--- src/rtl/step_phase_decoder.sv ---
// -----------------------------------------------------------------------------
// step_phase_decoder
//
// Decodes the four raw phase lines of a stepper motor into a signed step
// position. The phase lines are synchronized, debounced, mapped to one of four
// legal full-step codes and tracked by a two-state FSM that counts forward and
// reverse steps and flags skipped steps and illegal codes.
//
// State table:
//   state      | meaning
//   -----------+--------------------------------------------------------------
//   ST_ACQUIRE | waiting for the first accepted legal code to lock onto
//   ST_TRACK   | locked; each accepted code is compared against the last one
//
// Ports:
//   CLK      in   single clock, rising edge
//   RST_N    in   asynchronous active-low reset
//   PH       in   raw phase lines, bit0..bit3 = phase A..D (asynchronous)
//   CLR      in   synchronous one-cycle clear of POS, ERR and ERR_CNT
//   POS      out  two's-complement step position, wraps modulo 2^POS_W
//   STEP     out  one-cycle pulse per accepted forward or reverse step
//   DIR      out  direction of the last accepted step (1 = forward)
//   VALID    out  high while locked in ST_TRACK
//   ERR      out  sticky error flag (skipped step or illegal code in track)
//   ERR_CNT  out  saturating error count
// -----------------------------------------------------------------------------
module step_phase_decoder #(
    parameter int SYNC_STAGES   = 2,
    parameter int STABLE_CYCLES = 16,
    parameter int POS_W         = 16
) (
    input  logic             CLK,
    input  logic             RST_N,
    input  logic [3:0]       PH,
    input  logic             CLR,
    output logic [POS_W-1:0] POS,
    output logic             STEP,
    output logic             DIR,
    output logic             VALID,
    output logic             ERR,
    output logic [7:0]       ERR_CNT
);

    localparam logic [0:0] ST_ACQUIRE = 1'b0;
    localparam logic [0:0] ST_TRACK   = 1'b1;

    // The stability timer only has to hold STABLE_CYCLES-1 (see below).
    localparam int CNT_W = (STABLE_CYCLES > 1) ? $clog2(STABLE_CYCLES) : 1;
    localparam logic [CNT_W-1:0] CNT_LOAD = CNT_W'(STABLE_CYCLES - 1);

    // -------------------------------------------------------------------------
    // Input synchronizer
    // -------------------------------------------------------------------------
    logic [SYNC_STAGES-1:0][3:0] sync_q;
    logic [3:0]                  ph_s;

    always_ff @(posedge CLK or negedge RST_N) begin
        if (!RST_N) begin
            sync_q <= '0;
        end else begin
            sync_q <= {sync_q[SYNC_STAGES-2:0], PH};
        end
    end

    assign ph_s = sync_q[SYNC_STAGES-1];

    // -------------------------------------------------------------------------
    // Debounce
    //
    // The candidate is loaded on the edge where the synchronized value first
    // differs from it, and the down-counter is loaded with STABLE_CYCLES-1.
    // Each following edge that still sees a match either decrements or, at
    // terminal count, accepts. That gives exactly STABLE_CYCLES matching
    // samples after the load edge, and a total latency of
    // SYNC_STAGES + STABLE_CYCLES edges from the first edge that samples PH.
    // armed_q makes acceptance a single event per candidate change.
    // -------------------------------------------------------------------------
    logic [3:0]       cand_q;
    logic [CNT_W-1:0] stab_cnt_q;
    logic             armed_q;
    logic             accept;

    assign accept = armed_q && (ph_s == cand_q) && (stab_cnt_q == '0);

    always_ff @(posedge CLK or negedge RST_N) begin
        if (!RST_N) begin
            cand_q     <= '0;
            stab_cnt_q <= '0;
            armed_q    <= 1'b0;
        end else if (ph_s != cand_q) begin
            cand_q     <= ph_s;
            stab_cnt_q <= CNT_LOAD;
            armed_q    <= 1'b1;
        end else if (armed_q) begin
            if (stab_cnt_q == '0) begin
                armed_q <= 1'b0;
            end else begin
                stab_cnt_q <= stab_cnt_q - 1'b1;
            end
        end
    end

    // -------------------------------------------------------------------------
    // Code decode: the four full-step codes in rotation order
    // -------------------------------------------------------------------------
    logic [1:0] cand_idx;
    logic       cand_legal;

    always_comb begin
        cand_idx   = 2'd0;
        cand_legal = 1'b1;
        case (cand_q)
            4'b0011: cand_idx = 2'd0;
            4'b1001: cand_idx = 2'd1;
            4'b1100: cand_idx = 2'd2;
            4'b0110: cand_idx = 2'd3;
            default: cand_legal = 1'b0;
        endcase
    end

    // -------------------------------------------------------------------------
    // Tracking FSM and position / error datapath
    // -------------------------------------------------------------------------
    logic [0:0]       state_q, state_nxt;
    logic [1:0]       ref_q, ref_nxt;
    logic [POS_W-1:0] pos_q, pos_nxt;
    logic             step_nxt;
    logic             dir_q, dir_nxt;
    logic             err_q, err_nxt;
    logic [7:0]       err_cnt_q, err_cnt_nxt;
    logic             err_hit;
    logic [1:0]       step_delta;

    // Distance from the reference in rotation order; the 2-bit wrap is the
    // mod-4 arithmetic (1 = forward, 3 = reverse, 2 = skipped step).
    assign step_delta = cand_idx - ref_q;

    always_comb begin
        state_nxt   = state_q;
        ref_nxt     = ref_q;
        pos_nxt     = pos_q;
        step_nxt    = 1'b0;
        dir_nxt     = dir_q;
        err_hit     = 1'b0;

        if (accept) begin
            case (state_q)
                ST_ACQUIRE: begin
                    // Illegal codes are ignored while not locked.
                    if (cand_legal) begin
                        ref_nxt   = cand_idx;
                        state_nxt = ST_TRACK;
                    end
                end
                default: begin
                    if (!cand_legal) begin
                        err_hit   = 1'b1;
                        state_nxt = ST_ACQUIRE;
                    end else begin
                        case (step_delta)
                            2'd1: begin
                                pos_nxt  = pos_q + 1'b1;
                                dir_nxt  = 1'b1;
                                step_nxt = 1'b1;
                                ref_nxt  = cand_idx;
                            end
                            2'd3: begin
                                pos_nxt  = pos_q - 1'b1;
                                dir_nxt  = 1'b0;
                                step_nxt = 1'b1;
                                ref_nxt  = cand_idx;
                            end
                            2'd2: begin
                                // Skipped step: direction is unknown, so keep
                                // POS and DIR but resync the reference.
                                err_hit = 1'b1;
                                ref_nxt = cand_idx;
                            end
                            default: ;
                        endcase
                    end
                end
            endcase
        end

        err_nxt     = err_q | err_hit;
        err_cnt_nxt = err_cnt_q;
        if (err_hit && (err_cnt_q != 8'hFF)) begin
            err_cnt_nxt = err_cnt_q + 1'b1;
        end

        // CLR only touches the counters and the flag; the FSM, reference and
        // STEP/DIR still follow whatever was accepted this cycle.
        if (CLR) begin
            pos_nxt     = '0;
            err_nxt     = 1'b0;
            err_cnt_nxt = '0;
        end
    end

    always_ff @(posedge CLK or negedge RST_N) begin
        if (!RST_N) begin
            state_q   <= ST_ACQUIRE;
            ref_q     <= '0;
            pos_q     <= '0;
            STEP      <= 1'b0;
            dir_q     <= 1'b0;
            err_q     <= 1'b0;
            err_cnt_q <= '0;
        end else begin
            state_q   <= state_nxt;
            ref_q     <= ref_nxt;
            pos_q     <= pos_nxt;
            STEP      <= step_nxt;
            dir_q     <= dir_nxt;
            err_q     <= err_nxt;
            err_cnt_q <= err_cnt_nxt;
        end
    end

    assign POS     = pos_q;
    assign DIR     = dir_q;
    assign VALID   = (state_q == ST_TRACK);
    assign ERR     = err_q;
    assign ERR_CNT = err_cnt_q;

endmodule

--- config.mk ---
export PLATFORM = sky130hd
export DESIGN_NAME = step_phase_decoder
export DESIGN_NICKNAME = d
export VERILOG_FILES = /design/src/rtl/step_phase_decoder.sv
export SDC_FILE = /design/constraint.sdc
export NUM_CORES = 1
export LEC_CHECK = 0
export ABC_AREA = 0
export ABC_CLOCK_PERIOD_IN_PS = 9690
export CORE_MARGIN = 3
export CORE_UTILIZATION = 55
export DETAILED_ROUTE_END_ITERATION = 8
export GPL_TIMING_DRIVEN = 0
export PLACE_DENSITY = 0.83
export SKIP_LAST_GASP = 1
export SLEW_MARGIN = 20
export SYNTH_ARGS = -nofsm -noshare
export SYNTH_HDL_FRONTEND = slang
export SYNTH_SLANG_ARGS = --single-unit
export TNS_END_PERCENT = 20
--- constraint.sdc ---
create_clock -name CLK -period 9.69 [get_ports CLK]
set_input_delay 2.4225 -clock CLK [delete_from_list [all_inputs] [get_ports CLK]]
set_output_delay 2.4225 -clock CLK [all_outputs]
set_load 0.03 [all_outputs]
======== After elaboration in Yosys (flattened, before gate mapping) ========
Cells that the tools add are included.
storage, ports and cells
  bits in registers ....................... 47
  latch bits .............................. 0
  bits in writable memories ............... 0
  memory bits (read-only) ................. 0
  input port bits ......................... 7
  output and inout bits ................... 28
  logic and storage cells ................. 78
  memories kept ........................... 0
operators by class
  add/subtract/negate cells ............... 5
  multiply operators ...................... 0
  divide/modulo/power cells ............... 0
  $lt $le $gt $ge ......................... 0
  equal/unequal tests ..................... 12
  shifts and indexed selects .............. 0
  muxes and demuxes ....................... 30
  bitwise operators ....................... 1
  reduce and logical (&&, ||, !) cells .... 18
operators with widths
  kind                     count
  $mux W16                 4
  $pmux W16 S2             1
  $add A16 B1 Y16 const B  1
  $mux W8                  2
  $sub A16 B1 Y16 const B  1
  $mux W1                  14
  $mux W4                  3
  $reduce_bool A2 Y1       6
  $add A8 B1 Y8 const B    1
  $eq A4 B4 Y1 const B     2
  $mux W2                  4
  $ne A8 B8 Y1 const B     1
  $reduce_and A4 Y1        2
  $pmux W2 S3              1
  $eq A2 B2 Y1 const B     2
  $eq A4 B2 Y1 const B     1
  $eq A4 B3 Y1 const B     1
  $eq A4 B4 Y1             1
  $logic_not A4 Y1         1
  $ne A2 B2 Y1 const B     2
  $ne A4 B4 Y1             1
  $reduce_or A4 Y1         1
  $sub A4 B1 Y4 const B    1
  $logic_and A1 B1 Y1      3
  9 further kinds          9

======== Logic depth before layout (Yosys ltp) ========
Gate-level depths: netlist of the first run.
  word-level depth ........................ 11
  gate-level depth with buffers ........... 17
  mapped depth without buffers ............ 17

======== Least setup slack after synthesis of the first run ========
No wires, ideal clock.
  path type ............................... register to register
  start point ............................. reg cand_q[0]
  end point ............................... reg pos_q[15], in the netlist POS[15]
  setup time .............................. 125 ps
  data arrival time ....................... 3,929 ps
  required time ........................... 9,565 ps
  setup slack ............................. 5,636 ps
  cell stages (with the launch flop) ...... 18
  path buffers ............................ 0
  clock period less this slack ............ 4,054 ps
  cell sequence ........................... dfrtp_1 nand2b_1 nor3b_1 a21oi_1 ha_1 xnor2_1 or3_1 nand2_1 or2_2 inv_1 ha_1 nand2_1 or3_1 a21boi_0 a41oi_1 o21ai_0 mux2i_1 mux2_2
between the ends
  word-level cells in the longest chain between the ends .. 9
  elaborated cells between the ends (all ways) .. 22
  classes of those cells .................. add/sub: 1; eq/ne: 7; mux: 7; reduce/logical: 7
ends and longest elaborated chain
  element                                       RTL line  source
  start, declared                               78        logic [3:0] cand_q;
  start signal, assigned                        91        cand_q <= ph_s;
  $eq A4 B3 Y1 or $eq A4 B4 Y1 (tied branches)  112       case (cand_q)
  $pmux W2 S3                                   112
  $sub A2 B2 Y2                                 136       assign step_delta = cand_idx - ref_q;
  $eq A2 B2 Y1 or $eq A2 B1 Y1 (tied branches)  160       case (step_delta)
  $pmux W16 S2                                  160
  $mux W16                                      156       if (!cand_legal) begin
  $mux W16                                      147       case (state_q)
  $mux W16                                      146       if (accept) begin
  $mux W16                                      194       if (CLR) begin
  end signal, assigned                          213       pos_q <= pos_nxt;
  end, declared                                 126       logic [POS_W-1:0] pos_q, pos_nxt;
Parallel ways exist; a longest one is shown, timed or not. The select of a mux whose other input is x is not followed.
A chain may end at the register's enable or synchronous reset.

======== Final worst setup path of the first run ========
Same ends and word-level chain as after synthesis.

==> results.md, run 1 <==
* Maximum vdd drop at 0.000114 V
* Antenna-violating nets left at 0
* Die H at 75.3 um
* Site Rows at 24
* CP peak stage delay at about 0.46 ns
* Htree depth at 2
* GR Overflow Total at 0
* Fin. Hold Viols at 0
* Critical setup path kind: reg2reg
* Number of setup buffers added after CTS at 0
* Cell Count Post-Placement at 356
* Crit end category: flip-flop
* Post-synth top area share at between 40 and 50%
* Post_cts resized at 0
* Fillers at between 300 and 400
* Post-DP HPWL at around 3.9 mm
* Outcome: completed
* Critical path's top delay family: simple AND/OR/NAND/NOR gates
* Crit path DAT at around 4.9 ns
* Startpoint types: flip-flop
* Setup_tns at 0 ns
* Pins over their slew limit at 0
* Pleak at about 0.0014 uW
* HP Class: reg2reg
* Synth-to-layout area growth at 19.7%
* Period Utilization, post-route at 48.4%
* Drt initial violations at 112
* # IOs at 35
* Flop and latch count out of synthesis at 47
* Die area at roughly 5700 um^2
* Commonest non-fill, non-tap cells in the layout: dfrtp_1, clkdlybuf4s50_1, nand2_1, nor2_1, ha_1
* Initial DRT Pass Iterations at 4
* Largest area contributor in the netlist: dfrtp_1
* Initial Util at between 50 and 60%
* Slowest CP cell: ha_1
* Async S/R FF share, synth at 100%
* Mean Syn Cell Area at just under 10 um^2
* CTS Buf Count at 5
* Routed WL per cell at 14.4 um
* Setup Skew at 0.00634 ns
* Post-Syn Area at roughly 2600 um^2
* Cells after Synth at 269
* FMAX at approximately 210 MHz
* Post-layout instance count excluding filler cells at between 300 and 400
* WL final at between 5 and 6 mm
* CP Data Required Time at between 9 and 10 ns
* Die width at 75.3 um
* Crit-path cells: nand2b_1 -> nor3b_1 -> a21oi_1 -> ha_1 -> xnor2_1 -> or3_1 -> nand2_1 -> or2_2 -> inv_1 -> ha_1 -> nand2_1 -> or3_1 -> a21boi_0 -> a41oi_1 -> o21ai_0 -> mux2i_1 -> mux2_2
* Actual slew at the worst max-slew pin at 0.561 ns
* Reg clk slew, reported paths at ~0.10 ns
* Global-route wire length before repair at just under 9 mm
* MaxCap Viol Count at 0
* Unrepaired setup endpoints after global routing: false
* CP bufs+invs at 1
* Clk_lat worst skew at approximately 0.31 ns
* Initial antenna violation count at 0
* Post-route DRC at 0
* CORE AREA at 4500 um^2
* Post-synthesis cell type count at between 40 and 50
* Vias in the first global route at a little under 2000
* Power per cell area at between 100 and 150 nW/um^2
* Storage element area at between 1000 and 1500 um^2
* Most common cell after layout, fill and taps aside: dfrtp_1
* GP Congestion at 0.870
* Layout cells sized above 1 at approximately 7.4%
* Relative slew slack at about 62%
* Final setup vio count at 0
* GR Util All Layers at about a fifth
* Post-Syn Nets at roughly 300
* Synth area leaders: dfrtp_1, ha_1, xnor2_1
* CTS Root Buffer Type: clkbuf_8
* Tmin final at roughly 4.7 ns
* Area of the multi-input gates at 1370 um^2
* Sink Count at 47
* Nets at ~340
* Ys Warns at 0
* Hold buffers post-CTS at 0
* Max FO, Critical Path at 15
* Vias per inst at around 5.6
* Port bufs at 34
* Antenna cells at 0
* Sequential share of the synthesized area at about 45%
* Largest net degree at the start of global routing at 26
* Ys flop type: dfrtp_1
* Number of flops mapped to enable cells by yosys at 0
* TritonCTS clock tree: done
* Clock buffer depth at 2
* DR vias at 2049
cells by family after synthesis:
logic type / after synthesis / share of synthesized area, %
XOR/XNOR: 25 / 8.30
AO/OA/AOI/OAI: 51 / 11.6
AND/OR/NAND/NOR: 101 / 21.2
buffers and inverters: 22 / 3.46
multiplexers: 4 / 1.61
flip-flops: 47 / 44.6
adder cells (fa/ha/maj): 19 / 9.29
per-layer routing:
metal	global-route usage (%)	wire [um]
met1	28.4	2430
met2	32.5	2510
met3	4.54	231
met4	5.24	59
met5	0	0
per-stage QoR:
stage / instance area (um^2) / hold WS, ns / total power (uW) / setup WS [ns] / util, %
final: 3160 / 0.358 / 355 / 5.00 / 70.1
after global routing: 3160 / 0.377 / 369 / 4.60 / 70.1
after CTS: 3160 / 0.361 / 358 / 5.00 / 70.1
after detailed placement: 3060 / 0.336 / 225 / 5.04 / 67.9
after global placement: 3040 / 0.332 / 223 / 4.85 / 67.6
after floorplan: 2640 / 0.331 / 215 / 5.64 / -
synthesized netlist by cell type, drive strengths merged, types with 3 or more instances:
cell	count
nor4	5
o21ai	15
xnor2	14
a21o	3
nand4	6
nand2	32
dfrtp	47
ha	18
or3	4
clkbuf	9
a31oi	5
inv	11
and3	5
nand3b	8
nor2	18
nor3b	5
nand3	3
nand2b	7
xor2	11
a21oi	18
path summary, 6_finish.rpt:
path                                  startpoint                      to  slack [ns]  cells past startpoint
min                          sync_q[0]$_DFF_PN0_       ph_s[0]$_DFF_PN0_        0.36                      0
max reg2reg                cand_q[0]$_DFFE_PN0P_     POS[15]$_DFFE_PN0P_        5.00                     17
min reg2reg                  sync_q[0]$_DFF_PN0_       ph_s[0]$_DFF_PN0_        0.36                      0
max in group asynchronous                  RST_N  ERR_CNT[1]$_DFFE_PN0P_        7.11                      2
min in group asynchronous                  RST_N          STEP$_DFF_PN0_        2.07                      1
max                        cand_q[0]$_DFFE_PN0P_     POS[15]$_DFFE_PN0P_        5.00                     17
where the power goes:
group	internal, uW	switching, uW	total (uW)	leakage [uW]
Clock	55.5	78.9	134	0.0000526
Sequential	199	1.91	201	0.000603
Combinational	7.45	12.3	19.8	0.000745
Total	262	93.1	355	0.00140
registers in the layout, summed over array words and instances (netlist names):
register	cells
STEP	1
ph_s	4
cand_q	4
ref_q	2
ERR_CNT	8
stab_cnt_q	4
ERR	1
DIR	1
POS	16
sync_q	4
VALID	1
armed_q	1
cell type report:
type	instances	area share [%]
plain buffers	11	1.58
clock buffers	5	2.18
clock inverters	3	0.990
inverters	11	1.31
multi-input cells	200	43.4
flip-flops and latches	47	37.2
well taps	52	2.06
repair buffers	35	11.2
No activity file was read; power rests on OpenSTA's default activity.
==> run 2, diff against run 1 <==
Settings changed: ABC_CLOCK_PERIOD_IN_PS 9690 to 4400.
Clock period 9.69 ns to 4.4 ns, I/O delays scaled along.
==> run 2 against run 1 <==
Compared with the run above: combinational power increased by 130%; maximum frequency is 13% higher; highest routed layer unchanged; sequential share of layout area is 1.2 points lower; clock skew decreased by 0.00051 ns; hold slack barely moved; global-route usage grew 0.34 points; critical endpoint unchanged.
==> results.md, run 2 (same netlist as run 1, synthesis figures left out) <==
* Outcome: completed
* Hold buffers post-CTS at 0 (unchanged)
* Maximum vdd drop at 0.000252 V (+120%)
* Htree depth at 2 (unchanged)
* GR Util All Layers at 20.7% (+0.34 points)
* Port bufs at 34 (unchanged)
* HP Class: reg2reg
* Max reg flops at 16 (unchanged)
* Site Rows at 24 (unchanged)
* Period Utilization, post-route at 94.4% (+46 points)
* Unrepaired setup endpoints after global routing: false
* Synth-to-layout area growth at 23.6%
* Die area at 5660 um^2 (unchanged)
* Max FO, Critical Path at 6 (-9)
* Nets at 341 (+1.2%)
* Final setup vio count at 0 (unchanged)
* Internal power at 578 uW (+120%)
* Pleak at 0.00141 uW (+0.85%)
* Sw Ratio at 26.4% (+0.12 points)
* Initial antenna violation count at 0 (unchanged)
* Vias per inst at 5.68 (+0.99%)
* Worst hold slack at 0.357 ns (-0.000142 ns)
* Fillers at 333 (-6.7%)
* Routed WL per cell at 14.9 um (+3.8%)
* Clock buffer depth at 2 (unchanged)
* CTS Root Buffer Type: clkbuf_8
* Crit end category: flip-flop
* Crit path DAT at 4.36 ns (-0.54 ns)
* CP Data Required Time at 4.61 ns (-5.28 ns)
* FMAX at 241 MHz (+13%)
* GR Overflow Total at 0 (unchanged)
* Setup_tns at 0 ns (unchanged)
* CTS Buf Count at 5 (unchanged)
* Die H at 75.3 um (unchanged)
* Startpoint types: flip-flop
* Setup Skew at 0.00583 ns (-0.000515 ns)
* Initial DRT Pass Iterations at 4 (unchanged)
* Tmin final at 4.15 ns (-0.539 ns)
* NetSw at 207 uW (+120%)
* Antenna-violating nets left at 0 (unchanged)
* Largest net degree at the start of global routing at 26 (unchanged)
* Vias in the first global route at 1967 (+0.67%)
* Antenna cells at 0 (unchanged)
* MaxCap Viol Count at 0 (unchanged)
* Commonest non-fill, non-tap cells in the layout: dfrtp_1, clkdlybuf4s50_1, nand2_1, nor2_1, a21oi_1
* Layout cells sized above 1 at 11.4% (+4.0 points)
* GP Congestion at 0.870 (unchanged)
* Sequential Power Share at 56.3% (-0.3 points)
* Reg clk slew, reported paths at 0.10 ns (about the same)
* # IOs at 35 (unchanged)
* Critical setup path kind: reg2reg
* Die width at 75.3 um (unchanged)
* Most common cell after layout, fill and taps aside: dfrtp_1
* Pins over their slew limit at 0 (unchanged)
* Drt initial violations at 135 (+21%)
* Initial Util at 58.6% (unchanged)
* Gate power share at 5.9% (+0.3 points)
* CORE AREA at 4500 um^2 (unchanged)
* Actual slew at the worst max-slew pin at 0.553 ns (-0.00771 ns)
* Relative slew slack at 62.9% (+0.52 points)
* Global-route wire length before repair at 9.02 mm (+1.8%)
* Fin. Hold Viols at 0 (unchanged)
* Sink Count at 47 (unchanged)
* Post-route DRC at 0 (unchanged)
* WL final at 5.49 mm (+5.0%)
* Clock Power Share at 37.8% (about the same)
* TritonCTS clock tree: done
* Post-DP HPWL at 3.86 mm (unchanged)
* Power per cell area at 241 nW/um^2 (+110%)
* Clk_lat worst skew at 0.31 ns (about the same)
* DR vias at 2092 (+2.1%)
## run 2: path summary, 6_finish.rpt
path	cells after the start	end	slack (ns)	startpoint
hold reg to reg	0	ph_s[0]$_DFF_PN0_	0.36	sync_q[0]$_DFF_PN0_
setup reg to reg	17	POS[15]$_DFFE_PN0P_	0.25	cand_q[0]$_DFFE_PN0P_
min in group asynchronous	1	STEP$_DFF_PN0_	0.75	RST_N
hold / removal	0	ph_s[0]$_DFF_PN0_	0.36	sync_q[0]$_DFF_PN0_
setup / recovery	17	POS[15]$_DFFE_PN0P_	0.25	cand_q[0]$_DFFE_PN0P_
max in group asynchronous	2	POS[2]$_DFFE_PN0P_	3.14	RST_N
## run 2: area by class of cell
cell class	instances	area (um^2)	area share, %
plain buffers	10	46.3	1.42
clock buffers	5	68.8	2.11
clock inverters	3	31.3	0.959
inverters	11	45.0	1.38
multi-input cells	200	1430	43.9
flip-flops and latches	47	1180	36.1
well taps	52	65.1	2.00
repair buffers	40	397	12.2
## run 2: timing repair
action,CTS,global route
gates resized for setup,3,8
setup endpoints to repair,1,1
pin swaps,0,3
buffers inserted,2,3
## run 2: routing by layer
layer	GRT usage, %	part of all wire, %
met2	33.5	48
met1	28.7	46
met5	0	0
met3	4.41	3.8
met4	5.05	1.5
## run 2: metrics by stage
stage          util [%]  setup WS (ns)  total power [uW]  cell area, um^2  instances
4_1_cts            70.6         0.0218               788             3180        366
2_1_floorplan         -          0.346               473             2640        269
3_3_place_gp       67.6         -0.179               492             3040        355
6_report           72.4          0.247               785             3260        368
5_1_grt            72.4         0.0194               816             3260        368
3_5_place_dp       67.9         -0.248               495             3060        356
## run 2: power groups by stage
stage	sequential, uW	combinational (uW)	clock (uW)
final	442	46.1	297
after global routing	443	51.6	321
after CTS	442	45.1	301
after detailed placement	451	44.5	0
after global placement	450	41.8	0
after floorplan	450	23.1	0
## run 2: critical path: stages, from the launching register on
cell,delay (ns)
dfrtp_1,0.42
nand2b_4,0.17
nor3b_1,0.18
a21oi_1,0.09
ha_1,0.22
xnor2_1,0.13
or3_1,0.34
nand2_1,0.12
or2_2,0.17
clkinvlp_4,0.22
ha_4,0.36
nand2_1,0.06
or3_1,0.39
a21boi_2,0.19
a41oi_2,0.15
o21ai_1,0.19
mux2i_1,0.29
mux2_2,0.36
